<file path="src/rtl/cpu_control_pkg.sv">
// Shared encodings for the 16-bit core: opcodes, function codes, conditions,
// PSR bit positions and the decoder's control bundle.
package cpu_defs;

  localparam logic [3:0] OP_REG     = 4'b0000;
  localparam logic [3:0] OP_ANDI    = 4'b0001;
  localparam logic [3:0] OP_ORI     = 4'b0010;
  localparam logic [3:0] OP_XORI    = 4'b0011;
  localparam logic [3:0] OP_SPECIAL = 4'b0100;
  localparam logic [3:0] OP_ADDI    = 4'b0101;
  localparam logic [3:0] OP_ADDUI   = 4'b0110;
  localparam logic [3:0] OP_ADDCI   = 4'b0111;
  localparam logic [3:0] OP_SHIFT   = 4'b1000;
  localparam logic [3:0] OP_SUBI    = 4'b1001;
  localparam logic [3:0] OP_SUBCI   = 4'b1010;
  localparam logic [3:0] OP_CMPI    = 4'b1011;
  localparam logic [3:0] OP_BCOND   = 4'b1100;
  localparam logic [3:0] OP_MOVI    = 4'b1101;
  localparam logic [3:0] OP_MULI    = 4'b1110;
  localparam logic [3:0] OP_LUI     = 4'b1111;

  localparam logic [3:0] FN_CMP   = 4'b1011;
  localparam logic [3:0] FN_TEST  = 4'b1111;
  localparam logic [3:0] FN_LOAD  = 4'b0000;
  localparam logic [3:0] FN_STORE = 4'b0100;
  localparam logic [3:0] FN_JAL   = 4'b1000;
  localparam logic [3:0] FN_JCOND = 4'b1100;
  localparam logic [3:0] FN_SCOND = 4'b1101;

  localparam logic [3:0] COND_EQ = 4'b0000;
  localparam logic [3:0] COND_LO = 4'b1010;
  localparam logic [3:0] COND_UC = 4'b1110;

  localparam int PSR_N = 0;
  localparam int PSR_Z = 1;
  localparam int PSR_F = 2;
  localparam int PSR_L = 3;
  localparam int PSR_C = 4;

  typedef enum logic [2:0] {
    S_FETCH,
    S_DECODE,
    S_EXECUTE,
    S_MEM,
    S_WRITEBACK
  } state_t;

  typedef enum logic [1:0] {
    IMM_SEXT,
    IMM_ZEXT,
    IMM_SHIFT
  } imm_sel_t;

  typedef enum logic [1:0] {
    MEM_NONE,
    MEM_LOAD,
    MEM_STORE
  } mem_op_t;

  typedef struct packed {
    imm_sel_t imm_sel;
    logic     src_imm;
    logic     dst_pc;
    logic     wb_en;
    mem_op_t  mem_op;
    logic     is_branch;
    logic     is_jal;
    logic     uses_cond;
    logic     illegal;
  } dec_t;

  function automatic logic [15:0] form_imm(input logic [7:0] imm8, input imm_sel_t sel);
    case (sel)
      IMM_ZEXT:  return {8'h00, imm8};
      IMM_SHIFT: return {11'h000, imm8[4:0]};
      default:   return {{8{imm8[7]}}, imm8};
    endcase
  endfunction

endpackage

</file>
<file path="src/rtl/cpu_control_decode.sv">
// Combinational instruction classifier: opcode/function fields to control bundle.
module cpu_decode
  import cpu_defs::*;
(
  input  logic [3:0] oper_i,
  input  logic [3:0] func_i,
  output dec_t       dec_o
);

  // Classify the instruction; undefined encodings fall through to a NOP with illegal set.
  always_comb begin
    dec_o = '{imm_sel: IMM_SEXT, src_imm: 1'b1, dst_pc: 1'b0, wb_en: 1'b1,
              mem_op: MEM_NONE, is_branch: 1'b0, is_jal: 1'b0,
              uses_cond: 1'b0, illegal: 1'b0};
    case (oper_i)
      OP_REG: begin
        dec_o.src_imm = 1'b0;
        if (func_i == 4'b0000 || func_i == 4'b1000 || func_i == 4'b1100) begin
          dec_o.wb_en   = 1'b0;
          dec_o.illegal = 1'b1;
        end else begin
          dec_o.wb_en = (func_i != FN_CMP) && (func_i != FN_TEST);
        end
      end
      OP_SPECIAL: begin
        dec_o.src_imm = 1'b0;
        case (func_i)
          FN_LOAD:  dec_o.mem_op = MEM_LOAD;
          FN_STORE: begin
            dec_o.mem_op = MEM_STORE;
            dec_o.wb_en  = 1'b0;
          end
          FN_JAL: begin
            dec_o.is_jal = 1'b1;
            dec_o.dst_pc = 1'b1;
          end
          FN_JCOND: begin
            dec_o.is_branch = 1'b1;
            dec_o.dst_pc    = 1'b1;
            dec_o.uses_cond = 1'b1;
            dec_o.wb_en     = 1'b0;
          end
          FN_SCOND: dec_o.uses_cond = 1'b1;
          default: begin
            dec_o.wb_en   = 1'b0;
            dec_o.illegal = 1'b1;
          end
        endcase
      end
      OP_SHIFT: begin
        dec_o.imm_sel = IMM_SHIFT;
        case (func_i)
          4'b0000, 4'b0001, 4'b0010, 4'b0011, 4'b0100, 4'b0110: dec_o.wb_en = 1'b1;
          default: begin
            dec_o.wb_en   = 1'b0;
            dec_o.illegal = 1'b1;
          end
        endcase
      end
      OP_BCOND: begin
        dec_o.is_branch = 1'b1;
        dec_o.dst_pc    = 1'b1;
        dec_o.uses_cond = 1'b1;
        dec_o.wb_en     = 1'b0;
      end
      OP_CMPI: dec_o.wb_en = 1'b0;
      OP_ANDI, OP_ORI, OP_XORI, OP_ADDUI, OP_LUI: dec_o.imm_sel = IMM_ZEXT;
      default: dec_o.wb_en = 1'b1;
    endcase
  end

endmodule

</file>
<file path="src/rtl/cpu_control.sv">
// Multi-cycle fetch/decode/execute sequencer owning PC, IR and PSR; drives the
// ALU operands, register-file writeback and the req/ack memory port.
module cpu_control
  import cpu_defs::*;
#(
  parameter logic [15:0] RESET_PC = 16'h0000,
  parameter int unsigned DATA_W   = 16
) (
  input  logic              clk,
  input  logic              reset,
  input  logic              halt,
  output logic              mem_req,
  output logic              mem_we,
  output logic [DATA_W-1:0] mem_addr,
  output logic [DATA_W-1:0] mem_wdata,
  input  logic [DATA_W-1:0] mem_rdata,
  input  logic              mem_ack,
  output logic [3:0]        rf_raddr_a,
  output logic [3:0]        rf_raddr_b,
  input  logic [DATA_W-1:0] rf_rdata_a,
  input  logic [DATA_W-1:0] rf_rdata_b,
  output logic              rf_we,
  output logic [3:0]        rf_waddr,
  output logic [DATA_W-1:0] rf_wdata,
  output logic [DATA_W-1:0] alu_dst,
  output logic [DATA_W-1:0] alu_src,
  output logic [3:0]        alu_oper,
  output logic [3:0]        alu_func,
  output logic [3:0]        alu_cond,
  output logic [4:0]        alu_psr_read,
  input  logic [DATA_W-1:0] alu_result,
  input  logic [4:0]        alu_psr_write,
  input  logic [4:0]        alu_psr_wren,
  output logic [DATA_W-1:0] pc,
  output logic              retire,
  output logic              illegal
);

  state_t      state_q, state_d;
  logic [15:0] pc_q, pc_d, ir_q, ir_d;
  logic [4:0]  psr_q, psr_d;
  logic [15:0] a_q, a_d, b_q, b_d, imm_q, imm_d, r_q, r_d, link_q, link_d;
  logic        mem_req_q, mem_req_d, mem_we_q, mem_we_d;
  logic [15:0] mem_addr_q, mem_addr_d, mem_wdata_q, mem_wdata_d;
  logic        rf_we_q, rf_we_d, retire_q, retire_d, illegal_q, illegal_d;
  dec_t        dec;

  cpu_decode u_decode (
    .oper_i (ir_q[15:12]),
    .func_i (ir_q[7:4]),
    .dec_o  (dec)
  );

  // Next-state and datapath updates; an ack only counts while our request is up.
  always_comb begin
    state_d     = state_q;
    pc_d        = pc_q;
    ir_d        = ir_q;
    psr_d       = psr_q;
    a_d         = a_q;
    b_d         = b_q;
    imm_d       = imm_q;
    r_d         = r_q;
    link_d      = link_q;
    mem_req_d   = mem_req_q;
    mem_we_d    = mem_we_q;
    mem_addr_d  = mem_addr_q;
    mem_wdata_d = mem_wdata_q;
    case (state_q)
      S_FETCH: begin
        if (mem_req_q) begin
          if (mem_ack) begin
            ir_d      = mem_rdata;
            pc_d      = pc_q + 16'h0001;
            mem_req_d = 1'b0;
            state_d   = S_DECODE;
          end else begin
            mem_req_d = 1'b1;
          end
        end else if (!halt) begin
          mem_req_d  = 1'b1;
          mem_we_d   = 1'b0;
          mem_addr_d = pc_q;
        end else begin
          mem_req_d = 1'b0;
        end
      end
      S_DECODE: begin
        a_d     = rf_rdata_a;
        b_d     = rf_rdata_b;
        imm_d   = form_imm(ir_q[7:0], dec.imm_sel);
        state_d = S_EXECUTE;
      end
      S_EXECUTE: begin
        if (dec.illegal) begin
          state_d = S_FETCH;
        end else begin
          psr_d = (psr_q & ~alu_psr_wren) | (alu_psr_write & alu_psr_wren);
          r_d   = alu_result;
          if (dec.is_branch) begin
            pc_d    = alu_result;
            state_d = S_FETCH;
          end else if (dec.is_jal) begin
            link_d  = pc_q;
            pc_d    = alu_result;
            state_d = S_WRITEBACK;
          end else if (dec.mem_op != MEM_NONE) begin
            state_d = S_MEM;
          end else if (dec.wb_en) begin
            state_d = S_WRITEBACK;
          end else begin
            state_d = S_FETCH;
          end
        end
      end
      S_MEM: begin
        if (mem_req_q) begin
          if (mem_ack) begin
            mem_req_d = 1'b0;
            mem_we_d  = 1'b0;
            if (dec.mem_op == MEM_LOAD) begin
              r_d     = mem_rdata;
              state_d = S_WRITEBACK;
            end else begin
              state_d = S_FETCH;
            end
          end else begin
            mem_req_d = 1'b1;
          end
        end else begin
          mem_req_d  = 1'b1;
          mem_we_d   = (dec.mem_op == MEM_STORE);
          mem_addr_d = b_q;
          if (dec.mem_op == MEM_STORE) begin
            mem_wdata_d = a_q;
          end else begin
            mem_wdata_d = mem_wdata_q;
          end
        end
      end
      S_WRITEBACK: state_d = S_FETCH;
      default:     state_d = S_FETCH;
    endcase
    rf_we_d   = (state_d == S_WRITEBACK);
    retire_d  = (state_d == S_FETCH) && (state_q != S_FETCH);
    illegal_d = (state_d == S_EXECUTE) && dec.illegal;
  end

  // State and output registers with synchronous reset.
  always_ff @(posedge clk) begin
    if (reset) begin
      state_q     <= S_FETCH;
      pc_q        <= RESET_PC;
      ir_q        <= 16'h0000;
      psr_q       <= 5'b00000;
      a_q         <= 16'h0000;
      b_q         <= 16'h0000;
      imm_q       <= 16'h0000;
      r_q         <= 16'h0000;
      link_q      <= 16'h0000;
      mem_req_q   <= 1'b0;
      mem_we_q    <= 1'b0;
      mem_addr_q  <= 16'h0000;
      mem_wdata_q <= 16'h0000;
      rf_we_q     <= 1'b0;
      retire_q    <= 1'b0;
      illegal_q   <= 1'b0;
    end else begin
      state_q     <= state_d;
      pc_q        <= pc_d;
      ir_q        <= ir_d;
      psr_q       <= psr_d;
      a_q         <= a_d;
      b_q         <= b_d;
      imm_q       <= imm_d;
      r_q         <= r_d;
      link_q      <= link_d;
      mem_req_q   <= mem_req_d;
      mem_we_q    <= mem_we_d;
      mem_addr_q  <= mem_addr_d;
      mem_wdata_q <= mem_wdata_d;
      rf_we_q     <= rf_we_d;
      retire_q    <= retire_d;
      illegal_q   <= illegal_d;
    end
  end

  assign mem_req      = mem_req_q;
  assign mem_we       = mem_we_q;
  assign mem_addr     = mem_addr_q;
  assign mem_wdata    = mem_wdata_q;
  assign rf_raddr_a   = ir_q[11:8];
  assign rf_raddr_b   = ir_q[3:0];
  assign rf_we        = rf_we_q;
  assign rf_waddr     = ir_q[11:8];
  assign rf_wdata     = dec.is_jal ? link_q : r_q;
  assign alu_dst      = dec.dst_pc ? pc_q : a_q;
  assign alu_src      = dec.src_imm ? imm_q : b_q;
  assign alu_oper     = ir_q[15:12];
  assign alu_func     = ir_q[7:4];
  assign alu_cond     = dec.uses_cond ? ir_q[11:8] : 4'h0;
  assign alu_psr_read = psr_q;
  assign pc           = pc_q;
  assign retire       = retire_q;
  assign illegal      = illegal_q;

endmodule

</file>
<file path="config.mk">
export PLATFORM = sky130hd
export DESIGN_NAME = cpu_control
export DESIGN_NICKNAME = d
export VERILOG_FILES = /design/src/rtl/cpu_control_pkg.sv /design/src/rtl/cpu_control_decode.sv /design/src/rtl/cpu_control.sv
export SDC_FILE = /design/constraint.sdc
export NUM_CORES = 1
export LEC_CHECK = 0
export CORE_AREA = 2 2 139 141
export CTS_CLUSTER_SIZE = 24
export DETAILED_ROUTE_END_ITERATION = 16
export DIE_AREA = 0 0 141 143
export DONT_BUFFER_PORTS = 1
export GPL_ROUTABILITY_DRIVEN = 1
export HOLD_SLACK_MARGIN = 0.12
export MAX_ROUTING_LAYER = met4
export PLACE_DENSITY = 0.6
export SLEW_MARGIN = 5
export SYNTH_ARGS = -nofsm -noshare
export SYNTH_HDL_FRONTEND = slang
export SYNTH_HIERARCHICAL = 1
export SYNTH_SLANG_ARGS = --single-unit
export TNS_END_PERCENT = 10
</file>
<file path="constraint.sdc">
create_clock -name clk -period 2.9 [get_ports clk]
set_clock_uncertainty 0.05 [all_clocks]
set_input_delay 0.58 -clock clk [delete_from_list [all_inputs] [get_ports clk]]
set_output_delay 0.58 -clock clk [all_outputs]
set_load 0.01 [all_outputs]
</file>
# Word level (Yosys, flattened, before mapping)

Cells that the tools add are included.

Word-level logic and storage cells: 153
Output and inout bits: 130
Bits in registers: 157
Input port bits: 78

Reductions and logical operators: 30
Multiplexer cells: 60
Equality and inequality tests: 39
Add/sub/neg operators: 1
Bitwise operators: 7

Operator list:

| kind                                                             | count |
|---|---|
| 16-bit two-way mux                                               | 15 |
| 16-bit one-hot mux with 2 select lines                           | 4 |
| 3-bit two-way mux                                                | 10 |
| 4-bit == test (second input constant)                            | 7 |
| 1-bit two-way mux                                                | 19 |
| 2-bit inequality test (second input constant)                    | 9 |
| 16-bit by 1-bit adder with 16-bit output (second input constant) | 1 |
| 4-bit by 2-bit == test with 1-bit output (second input constant) | 4 |
| 4-bit by 3-bit == test with 1-bit output (second input constant) | 4 |
| 3-bit one-hot mux with 4 select lines                            | 1 |
| 4-bit AND reduction                                              | 3 |
| 5-bit AND                                                        | 2 |
| 1-bit one-hot mux with 2 select lines                            | 5 |
| 5-bit AND reduction                                              | 2 |
| 5-bit OR reduction                                               | 2 |
| 3-bit by 2-bit == test with 1-bit output (second input constant) | 3 |
| 4-bit by 1-bit == test with 1-bit output (second input constant) | 2 |
| 4-bit logical NOT                                                | 2 |
| 4-bit inequality test (second input constant)                    | 2 |
| 2-bit one-hot mux with 2 select lines                            | 2 |
| 2-bit nonzero test                                               | 4 |
| 2-bit OR reduction                                               | 4 |
| 3-bit logical NOT                                                | 2 |
| 3-bit inequality test (second input constant)                    | 2 |
| 18 further kinds                                                 | 26 |

# Longest topological paths before layout

Gate-level depths: netlist of the first run.

Depth after elaboration: 13
Gate-level depth with buffers: 11
Mapped depth without buffers: 8

# By module

Netlist of the first run, hierarchy kept.

By module, submodules not included:

| module      | area each (µm²) | times used | cells each | sequential area each (µm²) |
|---|---|---|---|---|
| cpu_control | 6705.2          | 1          | 856        | 3002.9 |
| cpu_decode  | 229.0           | 1          | 41         | 0.0 |

# Worst setup path before layout of the first run

No wires, ideal clock.

Path type: register -> output
Start: register ir_q[14]
End: output rf_wdata[10]
Path buffers: 2
Stages on the path, launching flop included: 8
Setup slack: -102 ps
Arrival time: 2372 ps
Data required time: 2270 ps
Cells stage by stage: dfxtp_1 or3b_4 nor2_4 nand2_2 nor3b_2 buf_1 clkbuf_1 mux2_2

RTL lines:

| what                   | RTL line           | RTL |
|---|---|---|
| start, declared        | cpu_control.sv:40  | `logic [15:0] pc_q, pc_d, ir_q, ir_d;` |
| start signal, assigned | cpu_control.sv:171 | `ir_q <= ir_d;` |
| end, declared          | cpu_control.sv:24  | `output logic [DATA_W-1:0] rf_wdata,` |

==> metrics.md, run 1 <==
| Metric | Value |
|---|---|
| Critical path class | reg2out |
| Dominant cells by area after synthesis | dfxtp_1 43%, nand2_1 15%, a21oi_1 7.8% |
| Outcome | complete, no violations |
| Hold Crit Class | in2reg |
| Number of remaining DRC errors | 0 |
| Die height | 143 µm |
| Post-synth EDFFs | 0 |
| Distinct cells, synth | 60 |
| Commonest non-fill, non-tap cell in the layout | nand2_1 |
| Num Clock Sinks | 150 |
| Initial antenna violation count | 0 |
| First drt pass iteration count | 5 |
| Tot GR Track Use | 0.233 |
| H-tree depth | 4 |
| Inst Count DP | ~1.1k |
| # IOs | between 200 and 250 |
| Post-CTS setup buffers | 0 |
| Die area | 20200 µm² |
| Total core area | 18600 µm² |
| Post-synth top flop | dfxtp_1 |
| Die width | 141 µm |
| DRT Wirelength | 23000 µm |
| DP HPWL | about 16000 µm |
| Final Hold Violating Endpoints | 0 |
| Multiplexer share of the synthesized area | 0.0693 |
| Layout Nets | 960 |
| Post-Synth Adder-Cell Area | 0.00361 |
| Share of layout cells above drive strength 1 | 0.142 |
| First-pass GRT wire length | 34700 µm |
| Clock-pin slew on the worst setup and hold paths | 0.07 ns |
| Antenna diodes | 0 |
| Top cell type's share of synthesized area | 0.433 |
| DR vias | 6184 |
| Slew HR | 0.587 |
| YS warnings | 6 |
| Mapped Avg Cell Area | approximately 7.7 µm² |
| RSZ-0062 raised after global routing | true |
| CTS tree | built |
| Clock Tree Buf Depth | 2 |
| Clk_lat worst skew | 0.43 ns |
| Utilization after layout | 0.423 |
| Port Buffers | 0 |
| Synthesized flop and latch total | 150 |
| Synth Area in Compound Gates | 0.184 |
| Vias in the first global route | 5911 |
| Worst Tran Pin Value | 0.619 ns |
| Placer Congestion | between 0.8 and 0.9 |
| Grt total ovfl | 0 |
| Post-route non-filler standard cell count | approximately 1.1k |
| Simple-gate share of the synthesized area | 0.255 |
| Antenna Nets Post-Route | 0 |
| Power per standard cell area | 607 nW/µm² |
| Leakage Power | 2.66 nW |
| XOR/XNOR share of the synthesized area | 0 |
| Critical Path Fanout Max | 22 |
| Fin crit share | 0.996 |
| Final Total Pwr | between 4 and 5 mW |
| Required time of the critical path | 2.27 ns |
| Gate Count Post-Synth | between 800 and 900 |
| Synth Cell Area | slightly below 7000 µm² |
| Post-route minimum period | 2.89 ns |
| Ys async rst share | 0 |
| Max-cap violations | 0 |
| Number of vias per cell | between 5 and 6 |
| Number of CTS-inserted buffers | 17 |
| FP Rows | 50 |
| Clock tree root buffer cell | clkbuf_16 |
| Max frequency | 346 MHz |
| Avg WL per Cell | 20.4 µm |
| CP startpoint kind | flop |
| Largest net degree at the start of global routing | roughly 150 |
| Commonest non-fill, non-tap cells in the layout | 272 x nand2_1, 150 x dfxtp_1, 108 x a21oi_1 |
| Max Slew Vio Count | 0 |
| Starting density of the core | 0.373 |
| Iteration-0 DRC count of the detailed router | 460 |
| Largest family of logic cells by synthesized area | simple AND/OR/NAND/NOR gates |
| Syn_nets | between 900 and 1k |
| Register area share after synthesis | 0.433 |
| Max VDD drop | about 370 µV |
| Hold_buf cts | 0 |
| Worst endpoint data arrival time | roughly 2.3 ns |
| Setup TNS | 0 ns |
| Area Overhead vs Synth | 13.4% |
| Yosys top cell by area | dfxtp_1 |
| CP Capture Type | primary output |
| Setup violators final | 0 |
## state kept, by name, summed over array words and instances, names as in the netlist, named ones only
signal     count
a_q           16
b_q           16
illegal        1
imm_q          9
ir_q          16
link_q        16
mem_addr      16
mem_req        1
mem_wdata     16
mem_we         1
pc            16
r_q           16
retire         1
rf_we          1
state_q        3
## cell usage after synthesis, types with 2 or more instances
library cell / number
nor2_1: 53
a311oi_1: 33
and3_1: 5
or4_1: 2
and2_1: 10
o21ai_0: 22
a31oi_1: 7
nand4_1: 5
nor3_1: 6
o211ai_1: 2
buf_1: 2
nand2b_1: 3
a211oi_1: 3
mux2_2: 40
buf_2: 14
buf_4: 4
o22ai_1: 3
nand3b_1: 2
mux2i_1: 3
nand2_1: 272
nor3b_1: 3
clkbuf_1: 56
nor4_1: 4
o31ai_1: 2
or3_1: 4
a21oi_1: 108
inv_1: 16
o41ai_1: 2
a32o_1: 7
dfxtp_1: 150
a22oi_1: 2
nand3_1: 22
o311ai_0: 2
ha_1: 2
## critical path: stages, from the launching register on
cell	delay (ns)
dfxtp_1	0.33
or3b_4	0.42
nor2_4	0.11
nand2_2	0.08
nor3b_2	0.21
buf_6	0.25
mux2_2	0.41
## power breakdown
group / total (mW) / internal [mW] / switching (mW)
combinational: 0.301 / 0.114 / 0.187
sequential: 2.18 / 2.12 / 0.0666
clock: 2.29 / 1.38 / 0.917
total: 4.78 / 3.61 / 1.17
## final timing paths
kind,start,end,slack (ns),cells past startpoint
setup / recovery,ir_q[14]$_SDFFE_PP0P_,rf_wdata[5],0.01,6
hold / removal,reset,a_q[0]$_SDFFE_PP0P_,0.17,1
setup reg to reg,ir_q[7]$_SDFFE_PP0P_,pc[9]$_SDFFE_PP0P_,0.33,7
hold reg to reg,imm_q[7]$_SDFFE_PP0P_,imm_q[7]$_SDFFE_PP0P_,0.40,2
## logic make-up (layout without fill, tap and decap cells)
| family | Yosys count | after routing |
|---|---|---|
| AOI/OAI and AO/OA | 202 | 202 |
| buffers and inverters | 93 | 89 |
| adders and majority gates | 2 | 2 |
| muxes | 43 | 43 |
| DFF | 150 | 150 |
| and+or+nand+nor | 407 | 407 |
## routing by layer
| layer | vias up | GRT usage | share of wire |
|---|---|---|---|
| li1 | 3054 | - | - |
| met1 | 2860 | 0.303 | 0.44 |
| met2 | 249 | 0.354 | 0.46 |
| met3 | 21 | 0.0694 | 0.090 |
| met4 | 0 | 0.0616 | 0.011 |
| met5 | - | - | 0 |
## cell type report
| class | instances | area [µm²] |
|---|---|---|
| Sequential cell | 150 | 3000 |
| Clock buffer | 20 | 447 |
| Multi-Input combinational cell | 654 | 3570 |
| Inverter | 16 | 60.1 |
| Tap cell | 234 | 293 |
| Clock inverter | 12 | 153 |
| Fill cell | 1889 | 10700 |
| Timing Repair Buffer | 41 | 337 |
## per-stage QoR
step	hold WS (ns)	worst slack [ns]	area, µm²
floorplan	0.378	0.0120	6940
global placement	0.383	0.351	7250
detailed placement	0.389	0.343	7250
CTS	0.156	0.00201	7860
global route	0.151	-0.0787	7860
finish	0.169	0.0125	7860
## timing repair
item	CTS	global route
hold endpoints to repair	0	0
gates resized for setup	2	0
setup endpoints to repair	17	16
pin swaps	0	0
No activity file was read; power rests on OpenSTA's default activity.
==> run 2, diff against run 1 <==
Settings changed: PLACE_DENSITY 0.6 to 0.58.
Clock period 2.9 ns to 3.1 ns, I/O delays scaled along.
==> metrics.md, run 2 (same netlist as run 1, synthesis figures left out) <==
| Metric | Value |
|---|---|
| Power per standard cell area | between 500 and 600 nW/µm² |
| Required time of the critical path | 2.43 ns |
| Critical Path Fanout Max | 22 |
| FP Rows | 50 |
| Met2 track demand over resource | 0.358 |
| Met3 usage | 0.0728 |
| First-pass GRT wire length | approximately 35000 µm |
| RSZ-0062 raised after global routing | false |
| Final Hold Violating Endpoints | 0 |
| Grt total ovfl | 0 |
| CTS tree | built |
| First drt pass iteration count | 5 |
| Internal | between 3 and 4 mW |
| H-tree depth | 4 |
| Resize count post-CTS | 0 |
| Antenna Nets Post-Route | 0 |
| GR peak layer | met2 |
| Hold Crit Class | in2reg |
| CP startpoint kind | flop |
| DR vias | ~6.2k |
| Sequential share of power | 0.454 |
| Clock Tree Buf Depth | 2 |
| Clock power share | 0.486 |
| DP HPWL | 16400 µm |
| Post-CTS setup buffers | 0 |
| Critical Path Sink | rf_wdata[7] |
| Clock tree root buffer cell | clkbuf_16 |
| Die width | 141 µm |
| Leakage Power | 2.65 nW |
| Clk_lat worst skew | around 0.42 ns |
| Placer Congestion | ~0.88 |
| Flip-flop and latch area | ~3000 µm² |
| CP Capture Type | primary output |
| Reg-to-reg endpoint | pc[9]$_SDFFE_PP0P_ |
| Commonest non-fill, non-tap cells in the layout | 272 x nand2_1, 150 x dfxtp_1, 108 x a21oi_1 |
| Max-cap violations | 0 |
| Setup violators final | 0 |
| Inst Count DP | 1093 |
| Layout Nets | 958 |
| GR Util met1 | 0.305 |
| Worst endpoint data arrival time | 2.31 ns |
| Avg WL per Cell | between 20 and 25 µm |
| Worst reg2reg path depth | 9 |
| Total core area | between 15000 and 20000 µm² |
| Area taken by multi-input logic gates | approximately 3600 µm² |
| Hold_buf cts | 0 |
| Worst Tran Pin Value | 0.705 ns |
| Largest net degree at the start of global routing | about 150 |
| Die height | between 100 and 150 µm |
| Post-route minimum period | about 3 ns |
| P_sw | between 1 and 1.5 mW |
| Outcome | complete, no violations |
| Iteration-0 DRC count of the detailed router | 440 |
| Num Clock Sinks | 150 |
| Die area | just over 20000 µm² |
| Tot GR Track Use | 0.236 |
| Fill cell count | around 1.9k |
| Setup slack, reg-to-reg | between 0.2 and 0.3 ns |
| Setup TNS | 0 ns |
| Switching power share of the total | 0.241 |
| Vias in the first global route | a little under 6k |
| Fin crit share | 0.961 |
| Share of layout cells above drive strength 1 | 0.139 |
| Max VDD drop | 398 µV |
| Number of CTS-inserted buffers | 17 |
| Commonest non-fill, non-tap cell in the layout | nand2_1 |
| Critical path class | reg2out |
| Area Overhead vs Synth | 12.9% |
| Slew HR | 0.530 |
| Max Slew Vio Count | 0 |
| Worst R2R Start | ir_q[6]$_SDFFE_PP0P_ |
| Starting density of the core | 0.373 |
| DRT Wirelength | around 23000 µm |
| Port Buffers | 0 |
| # IOs | ~210 |
| Number of vias per cell | between 5 and 6 |
| Clock-pin slew on the worst setup and hold paths | about 0.060 ns |
| Part of the power in combinational logic | 0.060 |
| Worst Setup SP | ir_q[13]$_SDFFE_PP0P_ |
| Number of remaining DRC errors | 0 |
| Max frequency | approximately 340 MHz |
| Initial antenna violation count | 1 |
| Post-route non-filler standard cell count | about 1.1k |
| Hold Slack | 0.211 ns |
| Final Total Pwr | ~4.5 mW |
==> run 2: worst max-delay path, cell delays in order, from the launching register on <==
cell and delay [ns]:
dfxtp_1 0.31, or3b_4 0.44, nor2_4 0.11, nand2_2 0.08, nor3b_2 0.19, buf_4 0.31
mux2_2 0.43
==> run 2: final cells by class <==
type	instances	share of cell area
inverter	16	0.00767
antenna	1	0.000320
sequential	150	0.384
multi-input combinational	654	0.455
timing repair buffer	39	0.0374
clock inverter	13	0.0233
clock buffer	18	0.0548
tap	234	0.0374
==> run 2: layer usage <==
| metal | routed length (µm) | part of all wire |
|---|---|---|
| met1 | 10500 | 0.45 |
| met2 | 10600 | 0.45 |
| met3 | 1930 | 0.083 |
| met4 | 311 | 0.013 |
| met5 | 0 | 0 |
==> run 2: worst min-delay path by stage <==
stage,start,to,slack [ns],cells after the start
2_1_floorplan,imm_q[7]$_SDFFE_PP0P_,imm_q[7]$_SDFFE_PP0P_,0.38,2
3_3_place_gp,imm_q[5]$_SDFFE_PP0P_,imm_q[5]$_SDFFE_PP0P_,0.38,2
3_5_place_dp,imm_q[5]$_SDFFE_PP0P_,imm_q[5]$_SDFFE_PP0P_,0.38,2
4_1_cts,reset,a_q[0]$_SDFFE_PP0P_,0.20,1
5_1_grt,reset,b_q[14]$_SDFFE_PP0P_,0.19,1
6_report,reset,a_q[0]$_SDFFE_PP0P_,0.21,1
==> run 2: power by group through the flow <==
stage                     clock network, mW  logic, mW  registers, mW
after floorplan                           0      0.224           2.07
after global placement                    0      0.268           2.09
after detailed placement                  0      0.272           2.09
after CTS                              2.22      0.273           2.04
after global routing                   2.32      0.303           2.05
final                                  2.19      0.272           2.04
==> run 2: per-stage QoR <==
| stage | area (µm²) | worst slack [ns] | util |
|---|---|---|---|
| 4_1_cts | 7830 | 0.128 | 0.421 |
| 3_3_place_gp | 7210 | 0.428 | 0.388 |
| 6_report | 7830 | 0.122 | 0.421 |
| 2_1_floorplan | 6930 | 0.0583 | - |
| 3_5_place_dp | 7210 | 0.360 | 0.388 |
| 5_1_grt | 7830 | 0.00474 | 0.421 |
